## config.mk

```make
export PLATFORM = sky130hd
export DESIGN_NAME = fifo_uart_tx
export DESIGN_NICKNAME = d
export VERILOG_FILES = /design/src/rtl/fifo_uart_pkg.sv /design/src/rtl/tx_bit_timer.sv /design/src/rtl/fifo_uart_tx.sv
export SDC_FILE = /design/constraint.sdc
export NUM_CORES = 1
export LEC_CHECK = 0
export ABC_AREA = 1
export BUFFER_PORTS_ARGS = -buffer_cell sky130_fd_sc_hd__buf_2
export CORE_UTILIZATION = 50
export CTS_BUF_LIST = sky130_fd_sc_hd__clkbuf_8
export CTS_CLUSTER_DIAMETER = 120
export DETAILED_ROUTE_END_ITERATION = 8
export GPL_ROUTABILITY_DRIVEN = 0
export HOLD_SLACK_MARGIN = 0.06
export PLACE_DENSITY = 0.73
export SLEW_MARGIN = 0
export SYNTH_ARGS = -nofsm -noshare
export SYNTH_HDL_FRONTEND = slang
export SYNTH_SLANG_ARGS = --single-unit
```

## constraint.sdc

```tcl
create_clock -name rclk -period 1.2 [get_ports rclk]
set_input_delay 0.06 -clock rclk [delete_from_list [all_inputs] [get_ports rclk]]
set_output_delay 0.06 -clock rclk [all_outputs]
set_load 0.01 [all_outputs]
```

## src/rtl/fifo_uart_pkg.sv

```systemverilog
// rtl/fifo_uart_pkg.sv - shared state encoding and frame constants for the FIFO-fed UART transmitter
package fifo_uart_pkg;

  localparam int DATA_W = 8;

  typedef enum logic [2:0] {
    ST_IDLE   = 3'd0,
    ST_START  = 3'd1,
    ST_DATA   = 3'd2,
    ST_PARITY = 3'd3,
    ST_STOP   = 3'd4
  } tx_state_t;

  // Total rclk cycles from the first start-bit cycle to the last stop-bit cycle.
  function automatic int frame_cycles(input int clks_per_bit, input int parity_en, input int stop_bits);
    return (1 + DATA_W + parity_en + stop_bits) * clks_per_bit;
  endfunction

endpackage

```

## src/rtl/tx_bit_timer.sv

```systemverilog
// rtl/tx_bit_timer.sv - baud counter producing a one-cycle pulse on the last cycle of each serial bit
module tx_bit_timer #(
  parameter int CLKS_PER_BIT = 16
) (
  input  logic clk,
  input  logic rst_n,
  input  logic clear,
  input  logic run,
  output logic bit_end
);

  localparam int CNT_W = (CLKS_PER_BIT > 1) ? $clog2(CLKS_PER_BIT) : 1;
  localparam logic [CNT_W-1:0] LAST = CNT_W'(CLKS_PER_BIT - 1);

  logic [CNT_W-1:0] r_cnt;
  logic             w_last;

  assign w_last  = (r_cnt == LAST);
  assign bit_end = run & ~clear & w_last;

  always_ff @(posedge clk or negedge rst_n) begin
    if (!rst_n) begin
      r_cnt <= '0;
    end else if (clear) begin
      r_cnt <= '0;
    end else if (run) begin
      r_cnt <= w_last ? '0 : r_cnt + CNT_W'(1);
    end
  end

endmodule

```

## src/rtl/fifo_uart_tx.sv

```systemverilog
// rtl/fifo_uart_tx.sv - pops bytes from the read-side FIFO and serialises them as UART frames
module fifo_uart_tx
  import fifo_uart_pkg::*;
#(
  parameter int CLKS_PER_BIT = 16,
  parameter int PARITY_EN    = 0,
  parameter int PARITY_ODD   = 0,
  parameter int STOP_BITS    = 1
) (
  input  logic              rclk,
  input  logic              rrst_n,
  input  logic              enable,
  input  logic              rempty,
  input  logic [DATA_W-1:0] rdata,
  output logic              rinc,
  output logic              tx,
  output logic              busy,
  output logic              tx_done
);

  localparam logic HAS_PARITY = (PARITY_EN != 0);
  localparam logic ODD_PARITY = (PARITY_ODD != 0);
  localparam logic LAST_STOP  = (STOP_BITS == 2);

  tx_state_t         r_state;
  tx_state_t         w_state_next;
  logic [DATA_W-1:0] r_shift;
  logic [DATA_W-1:0] w_shift_next;
  logic              r_parity;
  logic              w_parity_next;
  logic [2:0]        r_bit_cnt;
  logic [2:0]        w_bit_cnt_next;
  logic              r_stop_cnt;
  logic              w_stop_cnt_next;
  logic              r_tx;
  logic              w_tx_next;
  logic              w_pop;
  logic              w_done;
  logic              w_bit_end;
  logic              w_timer_clear;
  logic              w_timer_run;

  assign w_timer_clear = (r_state == ST_IDLE);
  assign w_timer_run   = (r_state != ST_IDLE);

  tx_bit_timer #(
    .CLKS_PER_BIT(CLKS_PER_BIT)
  ) u_bit_timer (
    .clk    (rclk),
    .rst_n  (rrst_n),
    .clear  (w_timer_clear),
    .run    (w_timer_run),
    .bit_end(w_bit_end)
  );

  always_ff @(posedge rclk or negedge rrst_n) begin
    if (!rrst_n) begin
      r_state <= ST_IDLE;
    end else begin
      r_state <= w_state_next;
    end
  end

  always_comb begin
    w_state_next    = r_state;
    w_shift_next    = r_shift;
    w_parity_next   = r_parity;
    w_bit_cnt_next  = r_bit_cnt;
    w_stop_cnt_next = r_stop_cnt;
    w_pop           = 1'b0;
    w_done          = 1'b0;
    w_tx_next       = 1'b1;

    case (r_state)
      ST_IDLE: begin
        // Held off during reset so the pop never precedes the first live edge.
        if (rrst_n && enable && !rempty) begin
          w_pop           = 1'b1;
          w_shift_next    = rdata;
          w_parity_next   = (^rdata) ^ ODD_PARITY;
          w_bit_cnt_next  = 3'd0;
          w_stop_cnt_next = 1'b0;
          w_state_next    = ST_START;
        end
      end
      ST_START: begin
        if (w_bit_end) begin
          w_state_next = ST_DATA;
        end
      end
      ST_DATA: begin
        if (w_bit_end) begin
          w_shift_next   = {1'b0, r_shift[DATA_W-1:1]};
          w_bit_cnt_next = r_bit_cnt + 3'd1;
          if (r_bit_cnt == 3'd7) begin
            w_state_next = HAS_PARITY ? ST_PARITY : ST_STOP;
          end
        end
      end
      ST_PARITY: begin
        if (w_bit_end) begin
          w_state_next = ST_STOP;
        end
      end
      ST_STOP: begin
        if (w_bit_end) begin
          if (r_stop_cnt == LAST_STOP) begin
            w_done       = 1'b1;
            w_state_next = ST_IDLE;
          end else begin
            w_stop_cnt_next = r_stop_cnt + 1'b1;
          end
        end
      end
      default: begin
        w_state_next = ST_IDLE;
      end
    endcase

    // The line register follows the state being entered, so tx changes on the same edge as the state.
    case (w_state_next)
      ST_START:  w_tx_next = 1'b0;
      ST_DATA:   w_tx_next = w_shift_next[0];
      ST_PARITY: w_tx_next = w_parity_next;
      default:   w_tx_next = 1'b1;
    endcase
  end

  always_ff @(posedge rclk or negedge rrst_n) begin
    if (!rrst_n) begin
      r_shift    <= '0;
      r_parity   <= 1'b0;
      r_bit_cnt  <= 3'd0;
      r_stop_cnt <= 1'b0;
      r_tx       <= 1'b1;
    end else begin
      r_shift    <= w_shift_next;
      r_parity   <= w_parity_next;
      r_bit_cnt  <= w_bit_cnt_next;
      r_stop_cnt <= w_stop_cnt_next;
      r_tx       <= w_tx_next;
    end
  end

  assign rinc    = w_pop;
  assign tx      = r_tx;
  assign busy    = (r_state != ST_IDLE);
  assign tx_done = w_done;

endmodule

```

==> results of run 1 <==
state kept, by name (all words and copies together), names as in the netlist:
register           count
r_shift                8
r_parity               1
r_bit_cnt              3
tx                     1
u_bit_timer.r_cnt      4
r_state                3
how the worst max path moves through the flow:
| stage | start | to | slack, ns |
|---|---|---|---|
| 2_1_floorplan | u_bit_timer.r_cnt[0] | r_bit_cnt[1] | -0.09 |
| 3_3_place_gp | u_bit_timer.r_cnt[1] | tx | -0.12 |
| 3_5_place_dp | u_bit_timer.r_cnt[1] | r_shift[1] | -0.19 |
| 4_1_cts | u_bit_timer.r_cnt[0] | tx_done | -0.29 |
| 5_1_grt | u_bit_timer.r_cnt[0] | tx_done | -0.36 |
| 6_report | u_bit_timer.r_cnt[0] | tx_done | -0.26 |
where the power goes:
| group | switching (uW) | internal, uW | total [uW] |
|---|---|---|---|
| logic | 641 | 541 | 1180 |
| clock network | 212 | 228 | 440 |
| registers | 193 | 949 | 1140 |
kinds of logic (layout without fill, tap and decap cells):
| logic type | Yosys count | in the layout | synth area share [%] |
|---|---|---|---|
| flops | 20 | 20 | 42.4 |
| fa+ha+maj | 3 | 3 | 3.17 |
| compound gates | 20 | 20 | 11.7 |
| buf+inv | 28 | 72 | 8.88 |
| simple gates | 79 | 80 | 33.8 |
synthesized netlist by cell type (all sizes together):
cell type	number	area, sq um
o211ai	2	15.0
a22oi	2	15.0
nor2	12	86.3
nor3	2	10.0
o22ai	2	12.5
dfrtp	19	475
a31oi	1	6.26
nand2	58	245
nand3	6	52.6
a21oi	3	15.0
dfstp	1	26.3
o21ai	5	25.0
nor4	1	6.26
inv	28	105
a22o	2	17.5
o221ai	3	32.5
ha	3	37.5
worst max-delay path: cells and delay by family, from the launching register on:
family,cells,cell delay (ns)
fa+ha+maj,1,0.19
simple gates,3,0.24
flops,1,0.36
buf+inv,3,0.36
timing repair:
item / in CTS / in global routing
hold buffers: 1 / 0
cloned: 1 / 0
endpoints found under the hold margin: 19 / 0
endpoints found under the setup margin: 17 / 22
gates resized for setup: 19 / 17
pin swaps: 12 / 13
buffers inserted: 7 / 3
area by class of cell:
class / instances / area share, %
timing repair buffer: 40 / 18.3
sequential: 20 / 29.9
clock buffer: 3 / 2.45
inverter: 28 / 6.24
multi-input combinational: 103 / 40.8
tap: 28 / 2.08
clock inverter: 1 / 0.223
through the flow:
stage,total power [uW],TNS [ns],instance area (sq um)
5_1_grt,2950,-4.70,1690
3_3_place_gp,1980,-1.04,1420
4_1_cts,2640,-2.65,1610
3_5_place_dp,2040,-1.62,1420
6_report,2760,-2.81,1690
2_1_floorplan,1700,-0.777,1190
routing by layer:
layer	up-vias	GRT usage [%]	wire, microns
met5	-	0	0
met4	0	8.33	43
met3	6	5.76	82
met2	22	44.9	1510
met1	548	28.7	1300
li1	567	-	-
==> run metrics, run 1 <==
status=complete, but fails checks; failing checks=negative setup slack; Place WS=-0.191 ns; Cell Chain, Critical Path=ha_2 -> nand2_2 -> inv_2 -> nand2_4 -> buf_6 -> nor4_4 -> buf_2; initial antenna violation count=0; net count after synthesis=165; clock slew at reported path FFs=0.07 ns; cell leakage power=0.000913 uW; sequential-to-total area share from yosys stat=42.4%; commonest cells after routing, fill and taps aside=nand2_1, inv_1, dfrtp_1; WS Path Type=reg -> out; flops & latches, synth=20; worst skew pair latency=between 0.2 and 0.3 ns; routed wire length=2930 microns; Setup violations, final=18; post-route ant nets=0; hold crit path type=in -> reg; Finished Layout Cells=223; first-iteration detailed-routing DRC count=36; worst hold margin=0.0993 ns; average size of a mapped cell=7.89 sq um; IO Pins=16; worst hold path cell count=3; starting density of the core=53.5%; reg-to-reg critical path startpoint=u_bit_timer.r_cnt[0]; Pre-antenna DRT Iters=4; worst slew pin tran=roughly 0.26 ns; CTS root buf=clkbuf_8; maximum VDD drop=1380 uV; Hold Crit Endpoint=r_shift[4]; CTS Buffer Depth=2; number of I/O port buffers=15; Worst Setup Start Kind=flop; first-pass GRT wire length=4730 microns; Post-Syn Area=approximately 0.0012 sq mm; YS warnings=0; Synth cell types=27; Clock Skews=0.00425 ns; share of layout cells above drive strength 1=a little over two fifths; Final Cycle Share=122%; critical path required time=1.14 ns; slowest CP cell=dfrtp_1; Worst path max stage delay=between 0.3 and 0.4 ns; Num CTS Buffers=3; ANT cells=0; Reg2Reg Setup Slack=-0.25 ns; Pins Over Slew Limit=0; R2R depth=9; end of the worst register-to-register path=r_shift[1]; fillers=135; Worst Path Arrival=1.40 ns; Area growth syn-to-layout=42.4%; Gate Count Post-Synth=150; RSZ-0062 raised after global routing=true; largest net degree at the start of global routing=21; vias in the first global route=~1100; Via-to-Cell Ratio=5.13; WL/cell=13.2 microns; Cell Pwr Density=1640 mW/mm^2; DR DRC count=0; Die W=50.7 microns; Max Cap Viol=0; Slew Limit Headroom=82.4%; full die area=roughly 0.0026 sq mm; hpwl dp=slightly below 2000 microns; Vias=1143; fin crit period=1.46 ns; Register Area=504 sq um; CTS tree=yes; Core ar.=~0.0022 sq mm; critical path peak fanout=3; Multi-input gate area=688 sq um; fin worst setup slack=-0.263 ns; Nets=~210; FP Rows=17; Peak Freq=0.684 GHz; commonest non-fill, non-tap cell in the layout=nand2_1; Fin. Hold Viols=0; Core Util, Final=76.2%; GRT overflow=0; crit end category=output port; H-Tree Level Count=1; Clock Sinks=20; Total GRT Usage=~25%; dpl cells=209; die height=50.7 microns; min-delay src=rdata[4]
Power figures use the tool's default switching activity.
==> run 2: changes to the inputs <==
PLACE_DENSITY = 0.72   (was 0.73)
REMOVE_ABC_BUFFERS = 1   (was default)
SYNTH_HIERARCHICAL = 1   (was default)
==> run metrics, run 2 <==
first-iteration detailed-routing DRC count=15 (was 36); Fin. Hold Viols=0 (unchanged); hold crit path type=in -> reg (unchanged); Slew Limit Headroom=82.1% (was 82.4%); Total GRT Usage=25.5% (was 24.9%); vias in the first global route=1240 (was 1088); Yosys top cell by area=dfrtp_1 (unchanged); Max Cap Viol=0 (unchanged); die height=53.3 microns (was 50.7 microns); Worst Path Arrival=1.57 ns (was 1.40 ns); Gate Count Post-Synth=171 (was 150); Clock Skews=0.00129 ns (was 0.00425 ns); Yosys top cell area share=36.1% (was 40.2%); starting density of the core=53.1% (was 53.5%); FP Rows=18 (was 17); Peak Freq=0.613 GHz (was 0.684 GHz); CTS tree=yes (unchanged); crit end category=output port (unchanged); Post-synth EDFFs=0 (unchanged); average size of a mapped cell=7.70 sq um (was 7.89 sq um); critical path required time=1.14 ns (about the same); commonest non-fill, non-tap cell in the layout=nand2_1 (unchanged); IO Pins=16 (unchanged); Final Instance Area=0.00194 sq mm (was 0.00169 sq mm); largest reg by FF count=r_shift (unchanged); largest net degree at the start of global routing=21 (unchanged); Multi-input gate area=797 sq um (was 688 sq um); Setup TNS Final=-6.40 ns (was -2.81 ns); RSZ-0062 raised after global routing=true (unchanged); Die W=53.3 microns (was 50.7 microns); Area growth syn-to-layout=47.6% (was 42.4%); Cell Pwr Density=1660 mW/mm^2 (was 1640 mW/mm^2); Nets=245 (was 211); Worst Setup Start Kind=flop (unchanged); maximum VDD drop=1050 uV (was 1380 uV); post-synthesis async set-or-reset flop share=100% (unchanged); Via-to-Cell Ratio=4.91 (was 5.13); full die area=0.00284 sq mm (was 0.00257 sq mm); Power, Total=3230 uW (was 2760 uW); top flop regs=r_shift (8), u_bit_timer/r_cnt (4) (was r_shift (8), u_bit_timer.r_cnt (4)); fillers=165 (was 135); fin worst setup slack=-0.432 ns (was -0.263 ns); number of I/O port buffers=15 (unchanged); Core ar.=0.00248 sq mm (was 0.00221 sq mm); routed wire length=3310 microns (was 2930 microns); Num CTS Buffers=3 (unchanged); Pre-antenna DRT Iters=6 (was 4); WS Path Type=reg -> out (unchanged); top cells by area, synth=dfrtp_1, nand2_1, inv_1 (unchanged); Vias=1271 (was 1143); max reg flops=8 (unchanged); flops & latches, synth=20 (unchanged); first-pass GRT wire length=5140 microns (was 4730 microns); Most used DFF post-synth=dfrtp_1 (unchanged); Place WS=-0.440 ns (was -0.191 ns); Core Util, Final=78.4% (was 76.2%); hpwl dp=2240 microns (was 1920 microns); clock slew at reported path FFs=0.07 ns (about the same); share of layout cells above drive strength 1=46.7% (was 43.1%); status=complete, but fails checks (unchanged); CTS root buf=clkbuf_8 (unchanged); Register Area=502 sq um (was 504 sq um); Clock Sinks=20 (unchanged); cell leakage power=0.00109 uW (was 0.000913 uW); commonest cells after routing, fill and taps aside=nand2_1, buf_4, inv_1 (was nand2_1, inv_1, dfrtp_1); Post-Syn Area=0.00132 sq mm (was 0.00118 sq mm); H-Tree Level Count=1 (unchanged); initial antenna violation count=0 (unchanged); Final Cycle Share=136% (was 122%); fin crit period=1.63 ns (was 1.46 ns); worst slew pin tran=0.269 ns (was 0.264 ns); post-route ant nets=0 (unchanged); sequential-to-total area share from yosys stat=38.1% (was 42.4%); GRT overflow=0 (unchanged); worst skew pair latency=0.25 ns (was 0.26 ns); failing checks=negative setup slack (unchanged); placed cell area=0.00165 sq mm (was 0.00142 sq mm); Post-synth top cells=nand2_1, inv_1, dfrtp_1 (unchanged); critical path peak fanout=3 (unchanged); Setup violations, final=23 (was 18); YS warnings=6 (was 0); Pins Over Slew Limit=0 (unchanged); CTS Buffer Depth=2 (unchanged); Synth cell types=26 (was 27); WL/cell=12.8 microns (was 13.2 microns); most frequent cell after synthesis=nand2_1 (unchanged); ANT cells=0 (unchanged); DR DRC count=0 (unchanged)
[run 2: cell count changes in the layout (fill, tap and decap cells not counted), sizes merged, moves of 3 or more]
| cell | before | now |
|---|---|---|
| a22oi | 2 | 6 |
| buf | 39 | 55 |
| nand2 | 58 | 70 |
| nand4 | 0 | 3 |
| nor2 | 13 | 20 |
[run 2: per-stage QoR]
stage | std cells | hold slack [ns]
finish | 259 | 0.0763
global route | 259 | 0.0836
global placement | 243 | 0.0794
detailed placement | 243 | 0.0848
floorplan | 169 | -0.236
CTS | 256 | 0.0680
[run 2: where the power goes]
| part | switching [uW] | leakage, uW | internal, uW | total, uW |
|---|---|---|---|---|
| logic | 804 | 0.000816 | 805 | 1610 |
| registers | 241 | 0.000252 | 940 | 1180 |
| clock network | 213 | 0.0000269 | 227 | 441 |
[run 2: worst paths after layout]
kind	startpoint	to	slack [ns]	cells past startpoint
min in group asynchronous	rrst_n	u_bit_timer/r_cnt[3]	0.35	3
max in group asynchronous	rrst_n	tx	0.58	3
setup / recovery	u_bit_timer/r_cnt[0]	tx_done	-0.43	7
setup reg to reg	u_bit_timer/r_cnt[0]	tx	-0.42	10
hold reg to reg	r_shift[0]	r_shift[0]	0.50	2
hold / removal	rdata[6]	r_shift[6]	0.08	3
[run 2: cell type report]
| class | instances | area share [%] |
|---|---|---|
| flip-flops and latches | 20 | 25.8 |
| well taps | 30 | 1.93 |
| clock buffers | 3 | 2.12 |
| multi-input cells | 121 | 41.0 |
| clock inverters | 1 | 0.193 |
| inverters | 28 | 5.80 |
| repair buffers | 56 | 23.1 |
[run 2: cell families after synthesis]
| family | share of synthesized area [%] |
|---|---|
| xor+xnor | 0.666 |
| simple gates | 39.6 |
| flops | 38.1 |
| fa+ha+maj | 2.85 |
| buf+inv | 10.1 |
| compound gates | 8.65 |
[run 2: timing repair]
action,in CTS,in global routing
pin swaps,11,13
endpoints found under the hold margin,19,0
endpoints found under the setup margin,19,23
gates resized for setup,16,23
buffers inserted,8,4
hold buffers,1,0
[run 2: critical path, cell delays in order, from the launching register on]
cell and delay (ns):
dfrtp_1 0.41, ha_4 0.18, nand3_4 0.07, nor3_4 0.20
clkinv_4 0.12, buf_6 0.14, nor2_4 0.08, buf_6 0.11
[run 2: routing by layer]
layer  up-vias  wire length, microns  GRT usage (%)  share of wire (%)
li1        646                     -              -                  -
met1       608                  1310           26.6                 40
met2        13                  1900           49.8                 57
met3         4                    40           3.74                1.2
met4         0                    53           9.65                1.6
met5         -                     0              0                  0
